===== src/rtl/if_id_elastic_reg.sv =====
// if_id_elastic_reg: DEPTH-entry in-order IF/ID elastic buffer with flush and occupancy.
// Define IF_ID_BUBBLE_NOP_EN to drive NOP_WORD and pc 0 whenever the head is empty.
module if_id_elastic_reg #(
    parameter int INSTR_WIDTH = 32,
    parameter int PC_WIDTH = 32,
    parameter int DEPTH = 2,
    parameter logic [INSTR_WIDTH-1:0] NOP_WORD = '0
) (
    input  logic                      clock,
    input  logic                      reset_n,
    input  logic                      hit,
    input  logic [PC_WIDTH-1:0]       next_pc,
    input  logic [INSTR_WIDTH-1:0]    instruction,
    output logic                      in_ready,
    input  logic                      flush,
    input  logic                      out_ready,
    output logic                      hit_out,
    output logic [PC_WIDTH-1:0]       next_pc_out,
    output logic [INSTR_WIDTH-1:0]    instruction_out,
    output logic [$clog2(DEPTH):0]    count
);
    localparam int AW = DEPTH > 1 ? $clog2(DEPTH) : 1;
    localparam int CW = $clog2(DEPTH) + 1;

    logic [PC_WIDTH-1:0]    pc_mem  [DEPTH];
    logic [INSTR_WIDTH-1:0] ins_mem [DEPTH];
    logic [AW-1:0]          wr_ptr, rd_ptr;
    logic                   push, pop;

    function automatic logic [AW-1:0] inc(input logic [AW-1:0] p);
        return (p == AW'(DEPTH - 1)) ? '0 : p + AW'(1);
    endfunction

    // in_ready depends on registered count only, never on out_ready
    assign in_ready = count < CW'(DEPTH);
    assign hit_out  = count != '0;
    assign push     = hit & in_ready;
    assign pop      = hit_out & out_ready;

    always_ff @(posedge clock or negedge reset_n) begin
        if (!reset_n) begin
            count  <= '0;
            wr_ptr <= '0;
            rd_ptr <= '0;
            for (int i = 0; i < DEPTH; i++) begin
                pc_mem[i]  <= '0;
                ins_mem[i] <= '0;
            end
        end else if (flush) begin
            count  <= '0;
            wr_ptr <= '0;
            rd_ptr <= '0;
        end else begin
            if (push) begin
                pc_mem[wr_ptr]  <= next_pc;
                ins_mem[wr_ptr] <= instruction;
                wr_ptr          <= inc(wr_ptr);
            end
            if (pop)
                rd_ptr <= inc(rd_ptr);
            count <= count + CW'(push) - CW'(pop);
        end
    end

`ifdef IF_ID_BUBBLE_NOP_EN
    assign next_pc_out     = hit_out ? pc_mem[rd_ptr] : '0;
    assign instruction_out = hit_out ? ins_mem[rd_ptr] : NOP_WORD;
`else
    assign next_pc_out     = pc_mem[rd_ptr];
    assign instruction_out = ins_mem[rd_ptr];
`endif

endmodule


===== config.mk =====
export PLATFORM = sky130hd
export DESIGN_NAME = if_id_elastic_reg
export DESIGN_NICKNAME = d
export VERILOG_FILES = /design/src/rtl/if_id_elastic_reg.sv
export SDC_FILE = /design/constraint.sdc
export NUM_CORES = 1
export LEC_CHECK = 0
export ABC_AREA = 1
export CAP_MARGIN = 0
export CORE_MARGIN = 2
export CORE_UTILIZATION = 53
export DETAILED_ROUTE_END_ITERATION = 6
export PLACE_DENSITY = 0.88
export SYNTH_ARGS = -nofsm -noshare
export SYNTH_HDL_FRONTEND = slang
export SYNTH_SLANG_ARGS = --single-unit
export TNS_END_PERCENT = 1

===== constraint.sdc =====
create_clock -name clock -period 3.9 [get_ports clock]
set_clock_uncertainty 0.15 [all_clocks]
set_input_delay 0.39 -clock clock [delete_from_list [all_inputs] [get_ports clock]]
set_output_delay 0.39 -clock clock [all_outputs]
set_load 0.005 [all_outputs]

==> impl_metrics.env <==
export IMPL_status="finished, violations left"
export IMPL_grt_pass1_vias=4803
export IMPL_endpoint_kind="output pin"
export IMPL_arrival_ps=2330
export IMPL_clk_latency_ps=400
export IMPL_holdPathEnd="pc_mem[18]"
export IMPL_p_int_w=0.00443
export IMPL_die_h_um=113
export IMPL_antenna_left=0
export IMPL_drtPass1Iterations=7
export IMPL_yosys_warnings=0
export IMPL_clk_path_buf_depth=2
export IMPL_power_frac_comb_pct=39.9
export IMPL_synthesis_area_um2=6310
export IMPL_rsz0062_at_grt="false"
export IMPL_synth_nets=789
export IMPL_hp_class="register to register"
export IMPL_gp_congestion=0.755
export IMPL_port_buffers=136
export IMPL_grt_first_pass_wirelength_um=22400
export IMPL_path_class="register to output pin"
export IMPL_setup_viol=0
export IMPL_fin_util_pct=70.7
export IMPL_clk_pin_slew_ps=60
export IMPL_finalMaxSlewViolations=0
export IMPL_worstMarginPinSlew_ps=988
export IMPL_cts_setup_buffers=0
export IMPL_required_ps=3360
export IMPL_wl_per_cell_um=13.7
export IMPL_cts_tree="done"
export IMPL_period_needed_ps=2870
export IMPL_violations="design-rule violations"
export IMPL_die_area_um2=12800
export IMPL_synth_avg_cell_area_um2=8.78
export IMPL_num_vias=4885
export IMPL_diodes=0
export IMPL_io_pins=137
export IMPL_fmax_mhz=348
export IMPL_antenna_found_initial=0
export IMPL_layout_worst_path_cycle_share_pct=73.7
export IMPL_numCtsBuffers=17
export IMPL_syn_to_final_growth_pct=29.1
export IMPL_cts_htree_levels=4
export IMPL_r2r_end="ins_mem[45]"
export IMPL_cp_start_kind="register"
export IMPL_synthCells=718
export IMPL_drive_above_1_share_pct=17.1
export IMPL_max_slew_margin_pct=34.2
export IMPL_grt_overflow=0
export IMPL_p_leak_nw=4.13
export IMPL_place_inst=959
export IMPL_grt_max_degree=130
export IMPL_r2r_slack_ps=1930
export IMPL_seq_power_share_pct=35.8
export IMPL_hp_start="pc_mem[18]"
export IMPL_r2r_cells=4
export IMPL_final_cells=992
export IMPL_fp_row_count=39
export IMPL_hold_viol=0
export IMPL_die_width_um=113
export IMPL_fin_nets=907
export IMPL_critPathMaxFanout=37
export IMPL_rr_startpoint="count[1]"
export IMPL_clockPowerShare_pct=24.3
export IMPL_ys_seq_area_share_pct=52.4
export IMPL_dp_hpwl_um=8200
export IMPL_whs_path_depth=2
export IMPL_post_cts_resized=0
export IMPL_whs_ps=327
export IMPL_viasPerCell=4.92
export IMPL_postCtsHoldBufs=1
export IMPL_synth_cell_type_count=17
export IMPL_ys_seq_elements=132
export IMPL_peakVddDrop_mv=0.419
export IMPL_p_per_area_nw_per_um2=814
export IMPL_switching_power_w=0.00220
export IMPL_tns_ps=0
export IMPL_drc_errors=8
export IMPL_core_um2=11500
export IMPL_dr_first_iter_drc_count=352
export IMPL_wirelength_um=13600
export IMPL_maxCapViolCount=0
export IMPL_grt_usage_pct=22.0
export IMPL_ctsRootBufferMaster="clkbuf_16"
export IMPL_start_util_pct=54.8
export IMPL_fillCellCount=883
export IMPL_cts_sinks=132
export IMPL_switching_share_pct=33.1
## cell type report
| cell class | instances | area, um^2 | area share (%) |
|---|---|---|---|
| clock buffer | 19 | 443 | 5.44 |
| clock inverter | 13 | 159 | 1.95 |
| inverter | 75 | 282 | 3.46 |
| multi-input combinational | 469 | 2370 | 29.1 |
| sequential | 132 | 3300 | 40.6 |
| tap | 143 | 179 | 2.20 |
| timing repair buffer | 141 | 1400 | 17.2 |
## routing by layer
metal / wire (um) / track usage (%)
met4: 313 / 10.1
met3: 542 / 3.59
met1: 5960 / 28.7
met5: 0 / 0
met2: 6740 / 36.2
## stage by stage
step           instance area, um^2  setup WS, ps  power [W]
2_1_floorplan                 6310          2280    0.00378
3_3_place_gp                  7530          1430    0.00493
3_5_place_dp                  7530          1430    0.00501
4_1_cts                       8140           989    0.00667
5_1_grt                       8140           890    0.00707
6_report                      8140          1030    0.00663
## logic make-up (layout without fill, tap and decap cells)
group	after synthesis	count (layout)	synth area share, %
buffers and inverters	117	248	10.4
DFF	132	132	52.4
and+or+nand+nor	338	338	20.4
AOI/OAI and AO/OA	129	129	16.4
adders and majority gates	2	2	0.397
## power groups by stage
stage	clock (W)	sequential (W)	combinational [W]
finish	0.00161	0.00237	0.00265
floorplan	0	0.00228	0.00150
CTS	0.00163	0.00237	0.00267
global route	0.00170	0.00244	0.00293
global placement	0	0.00235	0.00258
detailed placement	0	0.00237	0.00264
## worst max-delay path, stage by stage, from the launching register on
cell	delay, ps
dfrtp_2	400
inv_2	520
buf_4	330
nand2_1	80
nand2_1	70
clkdlybuf4s50_1	530
## placed cells by master, fill, tap and decap left out, types with 2 or more instances in the layout
cell type	count
clkinv_2	4
clkinvlp_4	3
nand2_1	328
o21ai_2	103
ha_1	2
nor2_1	3
inv_1	74
clkbuf_16	17
nand2_8	2
clkinv_4	3
bufinv_16	3
o21ai_0	9
buf_4	4
clkdlybuf4s50_1	135
o21ai_1	16
dfrtp_1	131
nand3_1	2
## sequential cells by signal (all words and copies together), names as in the netlist
register and count:
wr_ptr 1, pc_mem 64, rd_ptr 1, ins_mem 64
count 2
## worst max-delay path by stage
stage	endpoint	depth (start not counted)	slack, ps	startpoint
floorplan	count[1]	9	2280	count[1]
global placement	next_pc_out[19]	5	1430	rd_ptr
detailed placement	next_pc_out[19]	5	1430	rd_ptr
CTS	next_pc_out[14]	5	990	rd_ptr
global route	instruction_out[29]	5	890	rd_ptr
finish	instruction_out[29]	5	1030	rd_ptr
## synth_stat cells
cell | n | area (um^2)
clkbuf_1 | 3 | 11.3
dfrtp_1 | 132 | 3300
o21ai_0 | 9 | 45.0
o21ai_1 | 16 | 80.1
ha_1 | 2 | 25.0
nand3_1 | 2 | 10.0
nand4_1 | 1 | 6.26
buf_2 | 12 | 60.1
nand2_1 | 328 | 1230
o21ai_2 | 103 | 902
a21oi_1 | 1 | 5.00
nor2_1 | 3 | 11.3
buf_6 | 27 | 304
inv_1 | 75 | 282
nand2_2 | 2 | 12.5
nor2_2 | 1 | 6.26
nor2_4 | 1 | 11.3
No activity file was read; power rests on OpenSTA's default activity.
